===== config.mk =====
export PLATFORM = sky130hd
export DESIGN_NAME = axis_conv_input_joiner
export DESIGN_NICKNAME = d
export VERILOG_FILES = /design/src/rtl/axis_conv_input_joiner.sv
export SDC_FILE = /design/constraint.sdc
export NUM_CORES = 1
export LEC_CHECK = 0
export CAP_MARGIN = 20
export CORE_MARGIN = 3
export CORE_UTILIZATION = 46
export CTS_BUF_LIST = sky130_fd_sc_hd__clkbuf_2 sky130_fd_sc_hd__clkbuf_4 sky130_fd_sc_hd__clkbuf_8
export DETAILED_ROUTE_END_ITERATION = 12
export GPL_ROUTABILITY_DRIVEN = 1
export PLACE_DENSITY = 0.78
export SYNTH_ARGS = -nofsm -noshare
export SYNTH_HDL_FRONTEND = slang
export SYNTH_SLANG_ARGS = --single-unit

===== constraint.sdc =====
create_clock -name aclk -period 5.9 [get_ports aclk]
set_input_delay 1.77 -clock aclk [delete_from_list [all_inputs] [get_ports aclk]]
set_output_delay 1.77 -clock aclk [all_outputs]
set_load 0.1 [all_outputs]

===== src/rtl/axis_conv_input_joiner.sv =====
// rtl/axis_conv_input_joiner.sv - joins COPIES pixel streams and one weight stream into one registered beat
// Optional copy-user consistency check enabled by defining JOINER_USER_CHECK_EN.
module axis_conv_input_joiner #(
    parameter int COPIES         = 2,
    parameter int PIX_WIDTH      = 64,
    parameter int PIX_USER_WIDTH = 8,
    parameter int W_WIDTH        = 128,
    parameter int W_USER_WIDTH   = 8,
    parameter int FIFO_DEPTH     = 4,
    parameter int CNT_WIDTH      = 16
) (
    input  logic                                 aclk,
    input  logic                                 aresetn,
    input  logic [COPIES-1:0]                    s_axis_pixels_tvalid,
    output logic [COPIES-1:0]                    s_axis_pixels_tready,
    input  logic [COPIES*PIX_WIDTH-1:0]          s_axis_pixels_tdata,
    input  logic [COPIES*PIX_USER_WIDTH-1:0]     s_axis_pixels_tuser,
    input  logic                                 s_axis_weights_tvalid,
    output logic                                 s_axis_weights_tready,
    input  logic                                 s_axis_weights_tlast,
    input  logic [W_WIDTH-1:0]                   s_axis_weights_tdata,
    input  logic [W_USER_WIDTH-1:0]              s_axis_weights_tuser,
    output logic                                 m_axis_tvalid,
    input  logic                                 m_axis_tready,
    output logic                                 m_axis_tlast,
    output logic [COPIES*PIX_WIDTH-1:0]          m_axis_pixels_tdata,
    output logic [W_WIDTH-1:0]                   m_axis_weights_tdata,
    output logic [W_USER_WIDTH+PIX_USER_WIDTH-1:0] m_axis_tuser,
    output logic [CNT_WIDTH-1:0]                 beat_count,
    output logic                                 err_user_mismatch
);

    localparam int AW = (FIFO_DEPTH > 1) ? $clog2(FIFO_DEPTH) : 1;
    localparam int CW = AW + 1;
    localparam logic [CW-1:0] FULL = CW'(FIFO_DEPTH);
    localparam int WW = W_WIDTH + W_USER_WIDTH + 1;
    localparam int UW = W_USER_WIDTH + PIX_USER_WIDTH;
`ifdef JOINER_USER_CHECK_EN
    localparam int UC = COPIES;
`else
    // Only copy 0 user travels to the output, so the other copies' users are not buffered.
    localparam int UC = 1;
`endif

    logic [PIX_WIDTH-1:0]      r_pix_mem [COPIES][FIFO_DEPTH];
    logic [PIX_USER_WIDTH-1:0] r_usr_mem [UC][FIFO_DEPTH];
    logic [AW-1:0]             r_pix_wr  [COPIES];
    logic [AW-1:0]             r_pix_rd  [COPIES];
    logic [CW-1:0]             r_pix_cnt [COPIES];
    logic [COPIES-1:0]         r_pix_tready;

    logic [WW-1:0]             r_w_mem [FIFO_DEPTH];
    logic [AW-1:0]             r_w_wr;
    logic [AW-1:0]             r_w_rd;
    logic [CW-1:0]             r_w_cnt;
    logic                      r_w_tready;

    logic                      r_m_tvalid;
    logic                      r_m_tlast;
    logic [COPIES*PIX_WIDTH-1:0] r_m_pix;
    logic [W_WIDTH-1:0]        r_m_w;
    logic [UW-1:0]             r_m_tuser;
    logic [CNT_WIDTH-1:0]      r_beat_cnt;

    logic [COPIES-1:0]         w_pix_push;
    logic [COPIES-1:0]         w_pix_nonempty;
    logic [CW-1:0]             w_pix_cnt_nxt [COPIES];
    logic [COPIES*PIX_WIDTH-1:0] w_pix_head;
    logic [PIX_USER_WIDTH-1:0] w_usr_head [UC];
    logic                      w_w_push;
    logic                      w_w_nonempty;
    logic [CW-1:0]             w_w_cnt_nxt;
    logic [WW-1:0]             w_w_head;
    logic                      w_join;
    logic                      w_out_hs;

    assign w_pix_push     = s_axis_pixels_tvalid & r_pix_tready;
    assign w_w_push       = s_axis_weights_tvalid & r_w_tready;
    assign w_w_nonempty   = (r_w_cnt != '0);
    assign w_join         = (&w_pix_nonempty) & w_w_nonempty & (~r_m_tvalid | m_axis_tready);
    assign w_out_hs       = r_m_tvalid & m_axis_tready;
    assign w_w_head       = r_w_mem[r_w_rd];

    always_comb begin
        w_pix_head = '0;
        for (int c = 0; c < COPIES; c++) begin
            w_pix_nonempty[c] = (r_pix_cnt[c] != '0);
            w_pix_head[c*PIX_WIDTH +: PIX_WIDTH] = r_pix_mem[c][r_pix_rd[c]];
            w_pix_cnt_nxt[c] = r_pix_cnt[c];
            if (w_pix_push[c] && !w_join) begin
                w_pix_cnt_nxt[c] = r_pix_cnt[c] + 1'b1;
            end else if (!w_pix_push[c] && w_join) begin
                w_pix_cnt_nxt[c] = r_pix_cnt[c] - 1'b1;
            end
        end
        for (int u = 0; u < UC; u++) begin
            w_usr_head[u] = r_usr_mem[u][r_pix_rd[u]];
        end
    end

    always_comb begin
        w_w_cnt_nxt = r_w_cnt;
        if (w_w_push && !w_join) begin
            w_w_cnt_nxt = r_w_cnt + 1'b1;
        end else if (!w_w_push && w_join) begin
            w_w_cnt_nxt = r_w_cnt - 1'b1;
        end
    end

    // Ready is registered from the next occupancy so m_axis_tready never reaches s_tready combinationally.
    always_ff @(posedge aclk or negedge aresetn) begin
        if (!aresetn) begin
            for (int c = 0; c < COPIES; c++) begin
                r_pix_wr[c]  <= '0;
                r_pix_rd[c]  <= '0;
                r_pix_cnt[c] <= '0;
            end
            r_pix_tready <= '0;
        end else begin
            for (int c = 0; c < COPIES; c++) begin
                if (w_pix_push[c]) begin
                    r_pix_wr[c] <= r_pix_wr[c] + 1'b1;
                end
                if (w_join) begin
                    r_pix_rd[c] <= r_pix_rd[c] + 1'b1;
                end
                r_pix_cnt[c]    <= w_pix_cnt_nxt[c];
                r_pix_tready[c] <= (w_pix_cnt_nxt[c] != FULL);
            end
        end
    end

    always_ff @(posedge aclk) begin
        for (int c = 0; c < COPIES; c++) begin
            if (w_pix_push[c]) begin
                r_pix_mem[c][r_pix_wr[c]] <= s_axis_pixels_tdata[c*PIX_WIDTH +: PIX_WIDTH];
            end
        end
        for (int u = 0; u < UC; u++) begin
            if (w_pix_push[u]) begin
                r_usr_mem[u][r_pix_wr[u]] <= s_axis_pixels_tuser[u*PIX_USER_WIDTH +: PIX_USER_WIDTH];
            end
        end
        if (w_w_push) begin
            r_w_mem[r_w_wr] <= {s_axis_weights_tdata, s_axis_weights_tuser, s_axis_weights_tlast};
        end
    end

    always_ff @(posedge aclk or negedge aresetn) begin
        if (!aresetn) begin
            r_w_wr     <= '0;
            r_w_rd     <= '0;
            r_w_cnt    <= '0;
            r_w_tready <= 1'b0;
        end else begin
            if (w_w_push) begin
                r_w_wr <= r_w_wr + 1'b1;
            end
            if (w_join) begin
                r_w_rd <= r_w_rd + 1'b1;
            end
            r_w_cnt    <= w_w_cnt_nxt;
            r_w_tready <= (w_w_cnt_nxt != FULL);
        end
    end

    always_ff @(posedge aclk or negedge aresetn) begin
        if (!aresetn) begin
            r_m_tvalid <= 1'b0;
            r_m_tlast  <= 1'b0;
            r_m_pix    <= '0;
            r_m_w      <= '0;
            r_m_tuser  <= '0;
        end else if (w_join) begin
            r_m_tvalid <= 1'b1;
            r_m_tlast  <= w_w_head[0];
            r_m_pix    <= w_pix_head;
            r_m_w      <= w_w_head[WW-1 -: W_WIDTH];
            r_m_tuser  <= {w_w_head[W_USER_WIDTH:1], w_usr_head[0]};
        end else if (m_axis_tready) begin
            r_m_tvalid <= 1'b0;
        end
    end

    always_ff @(posedge aclk or negedge aresetn) begin
        if (!aresetn) begin
            r_beat_cnt <= '0;
        end else if (w_out_hs) begin
            if (r_m_tlast) begin
                r_beat_cnt <= '0;
            end else if (r_beat_cnt != '1) begin
                r_beat_cnt <= r_beat_cnt + 1'b1;
            end
        end
    end

`ifdef JOINER_USER_CHECK_EN
    logic r_err;
    logic w_usr_mismatch;

    always_comb begin
        w_usr_mismatch = 1'b0;
        for (int u = 1; u < UC; u++) begin
            if (w_usr_head[u] != w_usr_head[0]) begin
                w_usr_mismatch = 1'b1;
            end
        end
    end

    always_ff @(posedge aclk or negedge aresetn) begin
        if (!aresetn) begin
            r_err <= 1'b0;
        end else if (w_join && w_usr_mismatch) begin
            r_err <= 1'b1;
        end
    end

    assign err_user_mismatch = r_err;
`else
    assign err_user_mismatch = 1'b0;

    generate
        if (COPIES > 1) begin : g_drop_user
            logic w_unused_user;
            assign w_unused_user = ^s_axis_pixels_tuser[COPIES*PIX_USER_WIDTH-1:PIX_USER_WIDTH];
        end
    endgenerate
`endif

    assign s_axis_pixels_tready  = r_pix_tready;
    assign s_axis_weights_tready = r_w_tready;
    assign m_axis_tvalid         = r_m_tvalid;
    assign m_axis_tlast          = r_m_tlast;
    assign m_axis_pixels_tdata   = r_m_pix;
    assign m_axis_weights_tdata  = r_m_w;
    assign m_axis_tuser          = r_m_tvalid ? r_m_tuser : '0;
    assign beat_count            = r_beat_cnt;

endmodule


## Word level (Yosys, flattened, before mapping)

Memories as Yosys holds them, arrays and structs flattened. A register that Yosys moved wholly into a read port is not among the register bits.
Index checks and enable logic that the tools add are counted.

- Memories: 3
- Memory bits (writable): 1092
- Register bits: 185
- Word-level logic and storage cells: 105

- Order comparisons: 6
- Add/sub/neg operators: 13
- Bitwise logic cells: 11
- Mux-type cells: 33
- Reductions and logical operators: 20
- Equality and inequality tests: 4

Memories:

| name | depth | width | read ports | clocked after memory_dff | wr ports | line | source |
|---|---|---|---|---|---|---|---|
| r_w_mem | 4 | 137 | 1 | 1 | 1 | 52 | `logic [WW-1:0] r_w_mem [FIFO_DEPTH];` |
| r_pix_mem | 2 | 256 | 2 | 0 | 2 | 45 | `logic [PIX_WIDTH-1:0] r_pix_mem [COPIES][FIFO_DEPTH];` |
| r_usr_mem | 1 | 32 | 1 | 0 | 1 | 46 | `logic [PIX_USER_WIDTH-1:0] r_usr_mem [UC][FIFO_DEPTH];` |

Operators with widths:

| cell | count |
|---|---|
| 256-bit 2-to-1 mux | 2 |
| 64-bit 2-to-1 mux | 6 |
| 64-bit binary-select mux with 2-bit select | 2 |
| 64-bit demux with 2-bit select | 2 |
| 16-bit 2-to-1 mux | 3 |
| 32-bit 2-to-1 mux | 1 |
| 8-bit 2-to-1 mux | 3 |
| 3-bit 2-to-1 mux | 6 |
| 16-bit by 1-bit adder with 16-bit output (second input constant) | 1 |
| 8-bit binary-select mux with 2-bit select | 1 |
| 8-bit demux with 2-bit select | 1 |
| 16-bit inequality test (second input constant) | 1 |
| 2-bit by 1-bit adder with 2-bit output (second input constant) | 6 |
| 3-bit >= comparator (second input constant) | 4 |
| 2-bit NOT with 3-bit output | 4 |
| 3-bit by 1-bit adder with 3-bit output (second input constant) | 3 |
| 3-bit inequality test (second input constant) | 3 |
| 3-bit nonzero test | 3 |
| 3-bit by 1-bit subtractor with 3-bit output (second input constant) | 3 |
| 1-bit logical AND | 8 |
| 3-bit by 1-bit < comparator with 1-bit output (second input constant) | 2 |
| 1-bit 2-to-1 mux | 6 |
| 1-bit logical NOT | 5 |
| 1-bit AND | 4 |
| other kinds (5) | 7 |

## Longest topological paths before layout

Gate-level depths: netlist of the first run.

- Depth in word-level cells: 8
- Depth in mapped cells: 9
- Depth with buffers taken out: 7

## Worst setup path before layout of the first run

OpenSTA, ideal clock, no wires.

- Path kind: input to register
- Start: input s_axis_weights_tvalid
- End: memory r_w_mem[0][0] in the netlist's numbering, enable pin
- Slack: 417 ps
- Stages: 1
- Data required time: 5387 ps
- Arrival time: 4969 ps
- Buffers on the path: 0
- Cell sequence: and3_1

- Longest elaborated chain between the ends: 3

RTL lines:

| element | line | source |
|---|---|---|
| start: declaration | 18 | `input logic s_axis_weights_tvalid,` |
| 1-bit AND | 78 | `assign w_w_push = s_axis_weights_tvalid & r_w_tready;` |
| 1-bit 2-to-1 mux | 144 | `if (w_w_push) begin` |
| 1-bit 2-to-1 mux (implied by the code) | 145 | `r_w_mem[r_w_wr] <= {s_axis_weights_tdata, s_axis_weights_tuser, s_axis_weights_tlast};` |
| end: declaration | 52 |  |

Every way passes these cells.

## Worst setup path after layout of the first run

- Start: register r_m_tvalid (netlist: m_axis_tvalid)
- End: output m_axis_tuser[9]

- Longest elaborated chain between the ends: 1

RTL lines:

| element | line | source |
|---|---|---|
| start: declaration | 58 | `logic r_m_tvalid;` |
| start signal: assignment | 169 | `r_m_tvalid <= 1'b0;` |
| start signal: assignment | 175 | `r_m_tvalid <= 1'b1;` |
| start signal: assignment | 181 | `r_m_tvalid <= 1'b0;` |
| 16-bit 2-to-1 mux | 236 | `assign m_axis_tuser = r_m_tvalid ? r_m_tuser : '0;` |
| end: declaration | 28 | `output logic [W_USER_WIDTH+PIX_USER_WIDTH-1:0] m_axis_tuser,` |

Every way passes these cells.

==> results.ini, run 1 <==
[floorplan]
dieWidth_um = 342
fp.dieArea_um2 = 117000
pin_count = 581
start_util_pct = 46.6
coreArea_um2 = 111000
num_rows = 122
die_h_um = 342

[drt]
top_layer = met5
met1_length_mm = 43.6
drc_errors = 0
first_pass_iters = 5
final_antenna_net_count = 0
vias = 25100
met2WireLength_mm = 54.9
via_per_inst = 5.33
wl_per_cell_um = 23.7
drtIter0Drc = 1685
met3_length_mm = 10.2
routed_wl_mm = 112

[placement]
dp.final_hpwl_mm = 69.9
numPortBuffers = 571
place_congestion = 0.808

[cts]
cts_root_buf = clkbuf_8
postCtsSetupRepairBufs = 0
cts_buffers = 214
clkTransAtPathRegs_ps = 60
clock_latency_ps = 870
cts_resized = 0
cts_tree = built
cts.path.max_buffers = 3
hold_buffers = 0
numClockSinks = 1406
h-tree-depth = 4

[logic_synthesis]
synth_warnings = 0
synth_area_um2 = 52000
async_reset_ff_share_pct = 22.3
ys_seq_area_share_pct = 78.2
yosysMostFrequentCell = edfxtp_1
synth.area.top_cells = edfxtp_1 63%, dfrtp_1 15%, mux4_2 12%
syn-num-nets = 2587
synth_top_area_share_pct = 63.1
syn_area_per_cell_um2 = 22.8
synthFlopType = edfxtp_1
synth-edff-count = 1092
synthCells = 2278
ys_top_cells_by_count = 1,092 x edfxtp_1, 314 x dfrtp_1, 275 x mux2_2
synth_area_leader_cell = edfxtp_1
ys_types = 52
synth_seq_cells = 1406

[sta]
fin_crit_sh_pct = 84.6
setup_viol = 0
rsz0062_at_grt = no
fin_setup_tns_ps = 0
clock_skew_ps = 48.1
slew_violations = 0
min_period_ps = 4990
slew_headroom_pct = 24.7
worst_pin_slew_ps = 1130
hold_viol_final = 0
fmax_mhz = 200

[global_route]
grt_max_degree = 109
antenna_found_initial = 31
grt_pass1_wl_mm = 168
grt-ovfl-total = 0
grt_pass1_vias = 26500
grt_usage_pct = 19.1

[setup_path]
crit_path_start_kind = register
critical-path-top-delay-family = buffers and inverters
crit_path_max_fanout = 20
worst-setup-path-type = register to primary output
path_cells = and2_1 > clkdlybuf4s50_1
cp.arrival_ps = 3220
required_ps = 4130
critical-path-max-stage-delay_ps = 1150
slowest_stage = clkdlybuf4s50_1
cp-end-kind = primary output
critical_path_buf_inv_count = 1

[job]
drv_cap = 0

[final_layout]
finalNetCount = 3316
fillers = 7988
synthToLayoutAreaGrowth_pct = 23.6
drive_above_1_share_pct = 30.9

[outcome]
status = finished, final reports clean

[min_path]
hold_path_class = register to register

==> logic make-up (layout without fill, tap and decap cells) <==
kind of cell / after synthesis / count (layout) / share of synthesized area [%]
flip-flops: 1406 / 1406 / 78.2
multiplexers: 553 / 553 / 17.9
AND/OR/NAND/NOR: 124 / 124 / 1.30
buffers and inverters: 116 / 1035 / 1.28
AO/OA/AOI/OAI: 41 / 41 / 0.546
adder cells (fa/ha/maj): 22 / 22 / 0.530
XOR/XNOR: 15 / 15 / 0.253
other: 1 / 22 / 0.00721
==> routing by layer <==
metal / GRT usage [%] / up-vias
met1: 24.3 / 13200
met3: 6.91 / 196
met2: 30.7 / 851
li1: - / 10800
met4: 6.29 / 20
met5: 0 / -
==> cell type report <==
cell class | instances | area (µm²) | area share [%]
Multi-Input combinational cell | 756 | 10700 | 16.7
Inverter | 16 | 60.1 | 0.0935
Clock buffer | 322 | 3940 | 6.14
Timing Repair Buffer | 613 | 6220 | 9.69
Antenna cell | 21 | 52.6 | 0.0818
Tap cell | 1488 | 1860 | 2.90
Clock inverter | 84 | 706 | 1.10
Sequential cell | 1406 | 40700 | 63.3
==> worst paths after layout <==
path / start / to / slack (ps) / depth (start not counted)
min reg2reg: r_pix_cnt[2] / r_pix_cnt[2] / 480 / 1
max in group asynchronous: aresetn / m_axis_weights_tdata[121] / 3780 / 2
max reg2reg: m_axis_tvalid / m_axis_pixels_tdata[72] / 2990 / 5
min: r_pix_cnt[2] / r_pix_cnt[2] / 480 / 1
max: m_axis_tvalid / m_axis_tuser[9] / 910 / 2
min in group asynchronous: aresetn / m_axis_pixels_tdata[10] / 930 / 1
==> placed cells by master (no fill, tap or decap), types with 22 or more instances in the layout <==
cell type           n
nand2_1            30
clkinv_2           23
mux2_2            275
clkinv_1           36
buf_4              28
edfxtp_1         1092
ha_1               22
clkbuf_4           78
mux4_2            273
dfrtp_1           308
clkdlybuf4s50_1   569
clkbuf_8          244
==> worst reg2reg max path, stage by stage (launching register included) <==
cell and delay [ps]:
dfrtp_1 720, nor2b_4 300, nor4b_4 420, buf_12 380, buf_12 500, mux2_2 450
==> per-stage QoR <==
| stage | instance area (µm²) | cells | util (%) | setup WS (ps) | hold slack (ps) |
|---|---|---|---|---|---|
| floorplan | 52000 | 2278 | - | 417 | 445 |
| global placement | 59500 | 4279 | 53.4 | 1570 | 473 |
| detailed placement | 59500 | 4279 | 53.4 | 1540 | 475 |
| CTS | 64200 | 4685 | 57.6 | 730 | 485 |
| global route | 64200 | 4693 | 57.6 | 714 | 497 |
| finish | 64200 | 4706 | 57.6 | 908 | 483 |
==> flip-flops by register name, summed over array words and instances (netlist names), 3 cells and up <==
name	cells
r_pix_wr	4
r_usr_mem	32
r_pix_cnt	6
r_m_tuser	16
m_axis_weights_tdata	128
m_axis_pixels_tdata	128
r_w_mem	548
r_pix_mem	512
r_pix_rd	4
r_w_cnt	3
beat_count	16
Power of run 1 is not shown: default switching activity piles up to over one toggle a cycle in this logic, so the estimate is an artifact.
==> inputs of run 2 (changes only) <==
clock period = 4.75 ns   (was 5.9 ns; I/O delays follow)
==> run 2 against run 1 <==
Setup slack lost 380 ps. Critical endpoint is now m_axis_tlast. Largest cell class unchanged. Sequential share of layout area shrank 0.22 points. Clock skew shrank 3.0 ps. Worst hold slack lost 1.4 ps. First-iteration DRC count shrank 20%. Count of clock-buffer cells in the layout grew 23.
==> results.ini, run 2 (synthesized netlist as in run 1, its figures left out) <==
[floorplan]
pin_count = 581
dieWidth_um = 342
fp.dieArea_um2 = 117000
die_h_um = 342
coreArea_um2 = 111000
num_rows = 122
start_util_pct = 46.6

[cts]
cts_resized = 0
clock_latency_ps = 890
cts_buffers = 215
cts.path.max_buffers = 3
cts_root_buf = clkbuf_8
clkTransAtPathRegs_ps = 60
postCtsSetupRepairBufs = 0
h-tree-depth = 4
hold_buffers = 0
cts_tree = built
numClockSinks = 1406

[global_route]
grt_pass1_vias = 26700
grt-ovfl-total = 0
grt_usage_pct = 19.2
grt_max_degree = 74
antenna_found_initial = 24
grt_pass1_wl_mm = 168

[drt]
routed_wl_mm = 113
vias = 25100
first_pass_iters = 5
wl_per_cell_um = 24.0
drtIter0Drc = 1351
final_antenna_net_count = 0
via_per_inst = 5.32
drc_errors = 0

[sta]
worst_pin_slew_ps = 1160
hold_viol_final = 0
rsz0062_at_grt = no
setup_viol = 0
fin_crit_sh_pct = 89.0
fin_setup_tns_ps = 0
slew_headroom_pct = 22.7
slew_violations = 0
min_period_ps = 4230
setup_ws_ps = 524
fmax_mhz = 237
clock_skew_ps = 45.1

[setup_path]
worst-setup-path-type = register to primary output
crit_path_max_fanout = 18
path_cells = clkdlybuf4s50_1
critical_path_buf_inv_count = 1
critical-path-max-stage-delay_ps = 1250
cp.arrival_ps = 2800
critical-path-top-delay-family = buffers and inverters
cp-end-kind = primary output
r2r_start = m_axis_tvalid
crit_start = m_axis_tlast
r2r_slack_ps = 2040
required_ps = 3320
crit_path_start_kind = register
slowest_stage = clkdlybuf4s50_1

[final_layout]
drive_above_1_share_pct = 32.0
largest_reg_flops = 548
largest-register = r_w_mem
finalNetCount = 3320
mostFrequentLayoutCells = 1,092 x edfxtp_1, 552 x clkdlybuf4s50_1, 308 x dfrtp_1, 275 x mux2_2, 273 x mux4_2
synthToLayoutAreaGrowth_pct = 24.0
fin_cells = 4708
mostFrequentLayoutCell = edfxtp_1

[job]
drv_cap = 0

[placement]
dp.final_hpwl_mm = 68.9
place_congestion = 0.779
place_inst = 4282
pre_cts_ws_ps = 860
numPortBuffers = 571

[min_path]
hp-start = r_pix_cnt[2]
hold_path_class = register to register

[outcome]
status = finished, final reports clean

## run 2: cell count changes in the layout (fill, tap and decap cells not counted), sizes merged
cell,previous run,this run
diode,21,16
clkdlybuf4s50,569,552
clkinv,62,49
bufinv,9,6
inv,25,19
clkbuf,322,345
buf,44,64
clkinvlp,4,7
## run 2: cell type report
type                       instances  area, µm²
timing repair buffer             616       6360
clock inverter                    65        517
antenna                           16       40.0
sequential                      1406      40700
inverter                          16       60.1
multi-input combinational        756      10700
fill                            7888      47000
tap                             1488       1860
clock buffer                     345       4220
## run 2: path summary, 6_finish.rpt
path,end,cells after the start
hold / removal,r_pix_cnt[2],1
min in group asynchronous,m_axis_pixels_tdata[22],1
setup / recovery,m_axis_tlast,1
setup reg to reg,m_axis_pixels_tdata[69],5
max in group asynchronous,m_axis_pixels_tdata[119],2
hold reg to reg,r_pix_cnt[2],1
## run 2: layer usage
layer  track usage [%]  up-vias  share of wire [%]
met2              30.6      806                 49
li1                  -    10800                  -
met5                 0        -               0.13
met3              8.05      199                9.4
met4              6.20       20                2.5
met1              23.8    13200                 39
## run 2: worst register-to-register path: cells and delay by family (launching register included)
| family | cells | cell delay (ps) |
|---|---|---|
| flip-flops | 1 | 740 |
| buffers and inverters | 2 | 750 |
| multiplexers | 1 | 420 |
| AND/OR/NAND/NOR | 2 | 680 |
## run 2: through the flow
step                      utilization (%)  area (µm²)  hold WS (ps)
after CTS                            57.8       64400           440
after global routing                 57.8       64400           468
after floorplan                         -       52000           445
final                                57.8       64400           482
after global placement               53.5       59700           476
after detailed placement             53.5       59700           474
Power of run 2 is left out for the same reason.
